==> src/rtl/imm_pkg.sv <==
// Shared types and constants for the immediate decode stage.
// Optional feature macro: ILLEGAL_DETECT_EN (adds the illegal-opcode flag).
package imm_pkg;

   localparam int XLEN_C = 32;

   // RV32I major opcodes, inst[6:0]
   localparam logic [6:0] OPC_R      = 7'b0110011;
   localparam logic [6:0] OPC_I_ALU  = 7'b0010011;
   localparam logic [6:0] OPC_LOAD   = 7'b0000011;
   localparam logic [6:0] OPC_JALR   = 7'b1100111;
   localparam logic [6:0] OPC_STORE  = 7'b0100011;
   localparam logic [6:0] OPC_BRANCH = 7'b1100011;
   localparam logic [6:0] OPC_LUI    = 7'b0110111;
   localparam logic [6:0] OPC_AUIPC  = 7'b0010111;
   localparam logic [6:0] OPC_JAL    = 7'b1101111;
   localparam logic [6:0] OPC_SYSTEM = 7'b1110011;

   // Operand-B select codes
   localparam logic [1:0] SEL_RS2 = 2'b00;
   localparam logic [1:0] SEL_I   = 2'b01;
   localparam logic [1:0] SEL_S   = 2'b10;
   localparam logic [1:0] SEL_B   = 2'b11;

   // One decoded buffer entry
   typedef struct packed {
      logic [1:0]        sel;
      logic [XLEN_C-1:0] i;
      logic [XLEN_C-1:0] s;
      logic [XLEN_C-1:0] b;
      logic              illegal;
   } imm_entry_t;

   // Buffer occupancy states
   typedef enum logic [1:0] {
      ST_EMPTY = 2'b00,
      ST_ONE   = 2'b01,
      ST_FULL  = 2'b10
   } occ_e;

   // Opcode to operand-B select; anything unlisted uses rs2
   function automatic logic [1:0] sel_of(input logic [6:0] opc);
      logic [1:0] sel;
      case (opc)
         OPC_I_ALU, OPC_LOAD, OPC_JALR: sel = SEL_I;
         OPC_STORE:                     sel = SEL_S;
         OPC_BRANCH:                    sel = SEL_B;
         default:                       sel = SEL_RS2;
      endcase
      return sel;
   endfunction

   // True for every RV32I base opcode this core recognises
   function automatic logic is_known_opcode(input logic [6:0] opc);
      logic known;
      case (opc)
         OPC_R, OPC_I_ALU, OPC_LOAD, OPC_JALR, OPC_STORE, OPC_BRANCH,
         OPC_LUI, OPC_AUIPC, OPC_JAL, OPC_SYSTEM: known = 1'b1;
         default:                                 known = 1'b0;
      endcase
      return known;
   endfunction

   // Number of valid entries held in a given state
   function automatic int unsigned occupancy(input occ_e st);
      int unsigned n;
      case (st)
         ST_ONE:  n = 1;
         ST_FULL: n = 2;
         default: n = 0;
      endcase
      return n;
   endfunction

endpackage

==> src/rtl/imm_gen.sv <==
// Combinational decode of one RV32I word into a buffer entry: operand-B
// select plus the I, S and B immediates, all built from the same word.
// Optional feature macro: ILLEGAL_DETECT_EN (fills in entry_o.illegal).
module imm_gen
   import imm_pkg::*;
(
   input  logic [31:0] inst_i,
   output imm_entry_t  entry_o
);

   logic [6:0] opc;

   assign opc = inst_i[6:0];

   // Decode select and build all three immediates unconditionally
   always_comb begin
      entry_o         = '0;
      entry_o.sel     = sel_of(opc);
      entry_o.i       = {{20{inst_i[31]}}, inst_i[31:20]};
      entry_o.s       = {{20{inst_i[31]}}, inst_i[31:25], inst_i[11:7]};
      entry_o.b       = {{19{inst_i[31]}}, inst_i[31], inst_i[7],
                         inst_i[30:25], inst_i[11:8], 1'b0};
`ifdef ILLEGAL_DETECT_EN
      entry_o.illegal = !is_known_opcode(opc) || (inst_i[1:0] != 2'b11);
      if (entry_o.illegal) begin
         entry_o.sel = SEL_RS2;
      end
`else
      entry_o.illegal = 1'b0;
`endif
   end

endmodule

==> src/rtl/imm_decode_stage.sv <==
// Pipelined operand-B select / immediate producer with a 2-entry skid
// buffer. in_ready comes straight from a flop, so there is no combinational
// path from out_ready back to in_ready, yet full throughput is kept.
// Optional feature macro: ILLEGAL_DETECT_EN (adds the illegal output).
//
//  state    | meaning
//  ---------+--------------------------------------------------------
//  ST_EMPTY | nothing buffered; out_valid=0, in_ready=1
//  ST_ONE   | output register holds an entry; in_ready=1
//  ST_FULL  | output and skid registers both hold entries; in_ready=0
module imm_decode_stage
   import imm_pkg::*;
#(
   parameter int XLEN  = 32,
   parameter int DEPTH = 2
) (
   input  logic            clk,
   input  logic            rst,
   input  logic            flush,
   input  logic            in_valid,
   output logic            in_ready,
   input  logic [XLEN-1:0] in_inst,
   output logic            out_valid,
   input  logic            out_ready,
   output logic [1:0]      imme_sel,
   output logic [XLEN-1:0] i_imme,
   output logic [XLEN-1:0] s_imme,
   output logic [XLEN-1:0] b_imme
`ifdef ILLEGAL_DETECT_EN
   ,
   output logic            illegal
`endif
);

   occ_e       state_q;
   imm_entry_t out_q;
   imm_entry_t skid_q;
   imm_entry_t dec;
   logic       in_ready_q;
   logic       out_valid_q;
   logic       accept;
   logic       drain;

   // Decoder sits on the input so both registers store finished entries
   imm_gen u_imm_gen (
      .inst_i  (in_inst),
      .entry_o (dec)
   );

   assign accept = in_valid && in_ready_q;
   assign drain  = out_valid_q && out_ready;

   // Occupancy FSM with registered handshake flags and data moves
   always_ff @(posedge clk) begin
      if (rst) begin
         state_q     <= ST_EMPTY;
         out_q       <= '0;
         skid_q      <= '0;
         out_valid_q <= 1'b0;
         in_ready_q  <= 1'b1;
      end else if (flush) begin
         // Data registers keep their contents; only validity is dropped.
         state_q     <= ST_EMPTY;
         out_valid_q <= 1'b0;
         in_ready_q  <= 1'b1;
      end else begin
         case (state_q)
            ST_EMPTY: begin
               if (accept) begin
                  out_q       <= dec;
                  out_valid_q <= 1'b1;
                  state_q     <= ST_ONE;
               end
            end
            ST_ONE: begin
               if (accept && drain) begin
                  out_q <= dec;
               end else if (accept) begin
                  skid_q     <= dec;
                  in_ready_q <= 1'b0;
                  state_q    <= ST_FULL;
               end else if (drain) begin
                  out_valid_q <= 1'b0;
                  state_q     <= ST_EMPTY;
               end
            end
            ST_FULL: begin
               if (drain) begin
                  out_q      <= skid_q;
                  in_ready_q <= 1'b1;
                  state_q    <= ST_ONE;
               end
            end
            default: begin
               state_q     <= ST_EMPTY;
               out_valid_q <= 1'b0;
               in_ready_q  <= 1'b1;
            end
         endcase
      end
   end

   // Occupancy stays within the buffer and the ready flag matches the state
   always_ff @(posedge clk) begin
      if (!rst) begin
         assert (occupancy(state_q) <= DEPTH);
         assert (in_ready_q == (state_q != ST_FULL));
         assert (out_valid_q == (state_q != ST_EMPTY));
      end
   end

   assign in_ready  = in_ready_q;
   assign out_valid = out_valid_q;
   assign imme_sel  = out_q.sel;
   assign i_imme    = out_q.i;
   assign s_imme    = out_q.s;
   assign b_imme    = out_q.b;

`ifdef ILLEGAL_DETECT_EN
   assign illegal = out_q.illegal;
`else
   logic unused_illegal;
   assign unused_illegal = out_q.illegal ^ skid_q.illegal;
`endif

endmodule

==> config.mk <==
export PLATFORM = sky130hd
export DESIGN_NAME = imm_decode_stage
export DESIGN_NICKNAME = d
export VERILOG_FILES = /design/src/rtl/imm_pkg.sv /design/src/rtl/imm_gen.sv /design/src/rtl/imm_decode_stage.sv
export SDC_FILE = /design/constraint.sdc
export NUM_CORES = 1
export LEC_CHECK = 0
export CAP_MARGIN = 10
export CORE_AREA = 2 2 83 85
export DETAILED_ROUTE_END_ITERATION = 10
export DIE_AREA = 0 0 85 87
export PLACE_DENSITY = 0.87
export SETUP_SLACK_MARGIN = 0.4
export SYNTH_ARGS = -nofsm -noshare
export SYNTH_HDL_FRONTEND = slang
export SYNTH_SLANG_ARGS = --single-unit
==> constraint.sdc <==
create_clock -name clk -period 2.35 [get_ports clk]
set_clock_uncertainty 0.2 [all_clocks]
set_input_delay 0.47 -clock clk [delete_from_list [all_inputs] [get_ports clk]]
set_output_delay 0.47 -clock clk [all_outputs]
set_load 0.1 [all_outputs]
==> results.py, run 1 <==
metrics = {
    "run_status": {
        "outcome": "finished clean",
    },
    "grt": {
        "grt_max_degree": 22,
        "grt_pass1_wl_mm": 9.16,
        "grtUsageTotal_pct": 15.6,
        "grt_pass1_vias": 1792,
        "antenna_found_initial": 0,
        "grt-ovfl-total": 0,
    },
    "synthesis": {
        "synth_seq_cells": 42,
        "synthXorXnorAreaFrac_pct": 0.358,
        "syn_area_per_cell_um2": 9.40,
        "yosysTopAreaCellShare_pct": 34.4,
        "ys_async_sr_fraction_pct": 0,
        "synthAdderAreaFrac_pct": 0,
        "muxShareOfSynthArea_pct": 15.6,
        "synth-edff-count": 0,
        "synthCells": 260,
        "synthFlopType": "dfxtp_1",
        "synth_top_family_by_area": "buffers and inverters",
        "yosysTopAreaCell": "dfxtp_1",
        "ys_warn_count": 0,
        "yosysUniqueCellTypes": 29,
        "yosys.area_share.simple_pct": 10.7,
        "syn-num-nets": 297,
        "syn_area_um2": 2440,
        "ys_top_cells_by_area": "dfxtp_1 (34%), buf_4 (25%), mux2i_1 (16%)",
        "synth_commonest_cells": "buf_4 (83), dfxtp_1 (42), nor2_1 (40)",
        "yosysMostFrequentCell": "buf_4",
        "yosysSeqAreaShare_pct": 34.4,
        "synth_compound_area_share_pct": 11.2,
    },
    "min_path": {
        "hp-class": "flop to flop",
    },
    "timing": {
        "post-route-period-util_pct": 78.5,
        "setup-violations-final": 0,
        "fmax_mhz": 542,
        "drv_slew": 0,
        "min_period_ns": 1.85,
        "finalHoldViolCount": 0,
        "grt_setup_unrepaired": "false",
        "setup_tns_ns": 0,
    },
    "clock_network": {
        "numCtsBuffers": 5,
        "holdBufCountCts": 0,
        "cts_buffer_depth": 2,
        "cts-root-buf": "clkbuf_8",
        "htreeDepth": 2,
        "clock_latency_ns": 0.29,
        "cts.sinks": 42,
        "cts_tree": "done",
        "clkSlewWorstSetupHoldPaths_ns": 0.07,
    },
    "finish": {
        "final_nets": 357,
        "drive_above_1_share_pct": 47.0,
        "fill_cells": 509,
        "multiInputGateArea_um2": 955,
        "syn_to_final_growth_pct": 64.9,
        "finalNonFillerCells": 401,
        "final_core_util_pct": 61.4,
        "seqCellArea_um2": 863,
        "antenna_cells": 0,
    },
    "power_and_ir_drop": {
        "p_clk_share_pct": 15.9,
        "power_density_nw_per_um2": 692,
        "p_seq_share_pct": 27.8,
        "p_int_mw": 1.43,
        "p_sw_share_pct": 48.9,
        "p_leak_nw": 1.89,
        "p_switching_mw": 1.37,
        "vdd_ir_drop_max_uv": 350,
        "comb_power_share_pct": 56.3,
    },
    "floorplan": {
        "placeableCoreArea_um2": 6570,
        "io_pins": 137,
        "start_util_pct": 37.2,
        "die_w_um": 85,
        "die_h_um": 87,
        "rows": 30,
        "dieArea_um2": 7400,
    },
    "flow_run": {
        "max_cap_viol_count": 0,
    },
    "placed_design": {
        "io_buffer_count": 127,
        "gp_congestion": 0.814,
        "dp_cells": 386,
        "post-dp-hpwl_mm": 4.67,
    },
    "route": {
        "vias": 1921,
        "drt_iter0_drc": 63,
        "wirelength_mm": 6.15,
        "via_per_inst": 4.79,
        "wl_per_cell_um": 15.3,
        "first_pass_iters": 4,
        "ant_nets": 0,
        "drc_errors": 0,
    },
    "critical_path": {
        "critPathMaxFanout": 15,
        "critPathKind": "flop to output port",
        "arrival_ns": 1.18,
        "cp-start-kind": "flop",
        "worstSetupEndpointType": "output port",
        "worstPathRequired_ns": 1.68,
    },
}
-- cells by family after synthesis --
logic type / count (synthesis)
compound gates: 28
other cells: 1
simple gates: 58
mux: 38
buf+inv: 92
xor+xnor: 1
flops: 42
-- worst max-delay path, cell delays in order, from the launching register on --
cell and delay (ns):
dfxtp_4 0.45, buf_12 0.24, buf_12 0.20
-- cell type report --
cell class	count	area share, %
timing repair buffer	145	50.4
multi-input combinational	126	23.7
sequential	42	21.4
tap	80	2.48
clock buffer	8	1.99
-- sequential cells by signal, indices dropped and copies added, names as in the netlist --
| register | count |
|---|---|
| s_imme | 11 |
| out_valid | 1 |
| i_imme | 5 |
| in_ready | 1 |
| imme_sel | 2 |
| state_q | 2 |
| skid_q | 19 |
| b_imme | 1 |
-- layer usage --
metal  track usage, %  wire length [µm]  vias up
li1                 -                 -      914
met3             4.08               402        6
met2             28.7              3250       94
met1             17.6              2470      907
met5                0                 0        -
met4             4.76                36        0
-- path summary, 6_finish.rpt --
path	start	end	slack, ns	depth (start not counted)
hold reg to reg	skid_q[68]	skid_q[68]	0.30	2
setup / recovery	b_imme[30]	b_imme[18]	0.50	2
hold / removal	skid_q[68]	skid_q[68]	0.30	2
setup reg to reg	state_q[1]	s_imme[10]	0.52	6
-- power groups by stage --
stage | Clock [mW] | Combinational [mW] | Sequential (mW)
after global routing | 0.484 | 1.61 | 0.780
final | 0.445 | 1.57 | 0.775
after floorplan | 0 | 0.970 | 0.976
after CTS | 0.462 | 1.57 | 0.775
after detailed placement | 0 | 1.55 | 0.800
after global placement | 0 | 1.54 | 0.797
-- what timing repair did --
item	in CTS	in global routing
gates resized for setup	3	3
setup endpoints to repair	73	32
buffers inserted	1	6
pin swaps	1	2
-- per-stage QoR --
step                      total power [mW]  hold slack, ns  instance area, µm²  setup WS [ns]
after global routing                  2.87           0.325                4030          0.444
after global placement                2.33           0.274                3860          0.111
final                                 2.79           0.300                4030          0.505
after detailed placement              2.35           0.288                3860         0.0237
after CTS                             2.81           0.307                3970          0.419
after floorplan                       1.95           0.263                2470          0.462
-- placed cells by master (no fill, tap or decap), types with 5 or more instances in the layout --
cell type / count
buf_12: 70
buf_4: 46
nor2_1: 40
mux2i_1: 38
dfxtp_1: 28
clkdlybuf4s50_1: 24
dfxtp_2: 12
a211oi_2: 10
a211oi_1: 9
clkbuf_8: 5
(Power assumes the default switching activity.)
==> inputs of run 2 (changes only) <==
CORE_AREA = 2 2 87 89   (was 2 2 83 85)
DIE_AREA = 0 0 89 91   (was 0 0 85 87)
PLACE_DENSITY = 0.84   (was 0.87)
clock period = 1.65 ns   (was 2.35 ns; I/O delays follow)
==> results.py, run 2 (synthesis results as in run 1) <==
metrics = {
    "min_path": {
        "hp-start": "rst",
        "min_path_cells": 2,
        "hp-class": "input port to flop",
        "worstHoldEndpoint": "skid_q[98]",
    },
    "floorplan": {
        "dieArea_um2": 8100,
        "die_w_um": 89,
        "io_pins": 137,
        "start_util_pct": 34.3,
        "rows": 31,
        "placeableCoreArea_um2": 7140,
        "die_h_um": 91,
    },
    "clock_network": {
        "numCtsBuffers": 5,
        "cts_tree": "done",
        "clock_latency_ns": 0.29,
        "cts.sinks": 42,
        "cts_buffer_depth": 2,
        "clkSlewWorstSetupHoldPaths_ns": 0.08,
        "htreeDepth": 2,
        "holdBufCountCts": 0,
        "cts-root-buf": "clkbuf_8",
    },
    "critical_path": {
        "cp_slowest_stage_delay_ns": 0.39,
        "worst-path-stages": 8,
        "crit_chain": "buf_6 -> nor2b_4 -> nand4_1 -> buf_6 -> buf_12 -> buf_16 -> mux2i_1 -> nor2_1",
        "worstPathRequired_ns": 1.64,
        "r2r_start": "state_q[1]",
        "cpLargestDelayFamily": "buffers and inverters",
        "slowest_stage": "dfxtp_4",
        "r2r_end": "skid_q[73]",
        "path_common_cell": "buf_6",
        "cp-start-kind": "flop",
        "arrival_ns": 1.87,
        "path_buf_inv": 4,
        "critPathKind": "flop to flop",
        "r2r_slack_ns": -0.23,
        "critPathMaxFanout": 6,
        "reg2reg_depth": 8,
        "worstSetupEndpointType": "flop",
    },
    "placed_design": {
        "place_ws_ns": -0.484,
        "io_buffer_count": 127,
        "post-dp-hpwl_mm": 4.75,
        "place_area_um2": 4380,
        "gp_congestion": 0.736,
    },
    "finish": {
        "max_flop_register": "skid_q",
        "mostFrequentLayoutCell": "buf_12",
        "fill_cells": 347,
        "syn_to_final_growth_pct": 138,
        "postLayoutCellArea_um2": 5820,
        "final_core_util_pct": 81.5,
        "final_nets": 405,
        "largest_register_ffs": 19,
        "drive_above_1_share_pct": 65.9,
        "final_cell_mix": "buf_12 (73), buf_16 (52), mux2i_1 (37)",
    },
    "run_status": {
        "violations": "negative setup slack",
        "outcome": "complete, but fails checks",
    },
    "power_and_ir_drop": {
        "p_int_mw": 2.51,
        "comb_power_share_pct": 61.2,
        "power.total_mw": 4.67,
        "p_leak_nw": 2.57,
        "p_clk_share_pct": 14.6,
        "vdd_ir_drop_max_uv": 653,
        "power_density_nw_per_um2": 803,
        "p_sw_share_pct": 46.2,
        "p_switching_mw": 2.16,
        "p_seq_share_pct": 24.2,
    },
    "grt": {
        "antenna_found_initial": 2,
        "grt_max_degree": 22,
        "grt-ovfl-total": 0,
        "grt_pass1_vias": 2389,
        "grtUsageTotal_pct": 23.2,
        "grt_pass1_wl_mm": 14.1,
    },
    "route": {
        "drt_iter0_drc": 85,
        "vias": 2284,
        "ant_nets": 0,
        "first_pass_iters": 4,
        "drc_errors": 0,
        "wirelength_mm": 10.6,
        "via_per_inst": 4.87,
        "wl_per_cell_um": 22.6,
    },
    "timing": {
        "setup_tns_ns": -8.41,
        "drv_slew": 0,
        "grt_setup_unrepaired": "true",
        "layout_setup_ws_ns": -0.232,
        "fmax_mhz": 531,
        "setup-violations-final": 93,
        "post-route-period-util_pct": 114,
        "finalHoldViolCount": 0,
        "min_period_ns": 1.88,
    },
    "flow_run": {
        "max_cap_viol_count": 0,
    },
}
[run 2: changes by cell type in the layout (fill, tap and decap cells not counted), moves of 4 or more]
cell,delta
dfxtp_2,-11
a211oi_1,-9
buf_6,+16
buf_4,-24
nor2_2,+6
nor2_4,+5
dlygate4sd2_1,+4
dfxtp_1,-9
nor2_1,-11
dfxtp_4,+20
a211oi_2,+9
buf_16,+52
[run 2: layout make-up]
| cell class | instances | area [µm²] | share of cell area [%] |
|---|---|---|---|
| clock inverters | 1 | 5.00 | 0.0860 |
| repair buffers | 193 | 3530 | 60.7 |
| diodes | 1 | 2.50 | 0.0430 |
| multi-input cells | 126 | 1140 | 19.6 |
| well taps | 99 | 124 | 2.13 |
| flip-flops and latches | 42 | 925 | 15.9 |
| clock buffers | 7 | 86.3 | 1.48 |
[run 2: power by group through the flow]
stage | logic [mW] | clock network (mW) | registers, mW
4_1_cts | 2.76 | 0.690 | 1.13
5_1_grt | 2.92 | 0.732 | 1.14
3_3_place_gp | 2.35 | 0 | 1.15
6_report | 2.86 | 0.682 | 1.13
2_1_floorplan | 1.46 | 0 | 1.40
3_5_place_dp | 2.37 | 0 | 1.15
[run 2: what timing repair did]
item | 4_1_cts | 5_1_grt
setup buffers | 28 | 10
endpoints found under the setup margin | 141 | 141
pin swaps | 14 | 11
gates resized for setup | 102 | 33
gates cloned | 17 | 0
[run 2: through the flow]
| step | cells | hold slack (ns) |
|---|---|---|
| finish | 469 | 0.232 |
| floorplan | 260 | 0.259 |
| detailed placement | 405 | 0.289 |
| CTS | 458 | 0.206 |
| global route | 469 | 0.212 |
| global placement | 405 | 0.273 |
[run 2: how the worst max path moves through the flow]
stage,startpoint,endpoint,slack (ns)
after floorplan,b_imme[30],b_imme[13],-0.1
after global placement,out_ready,b_imme[30],-0.42
after detailed placement,out_ready,b_imme[30],-0.48
after CTS,b_imme[30],b_imme[23],-0.08
after global routing,state_q[1],skid_q[66],-0.24
final,state_q[1],skid_q[73],-0.23
[run 2: per-layer routing]
layer / GRT usage, % / vias up / share of wire (%)
met2: 40.1 / 127 / 52
met4: 8.96 / 2 / 2.5
met5: 0 / - / 0.11
met1: 27.2 / 1113 / 39
li1: - / 1019 / -
met3: 5.27 / 23 / 6.3
[run 2: worst register-to-register path: stages (launching register included)]
cell,delay (ns)
dfxtp_4,0.39
buf_6,0.13
nor2b_4,0.14
nand4_1,0.19
buf_6,0.21
buf_12,0.13
buf_16,0.13
mux2i_1,0.19
nor2_1,0.07
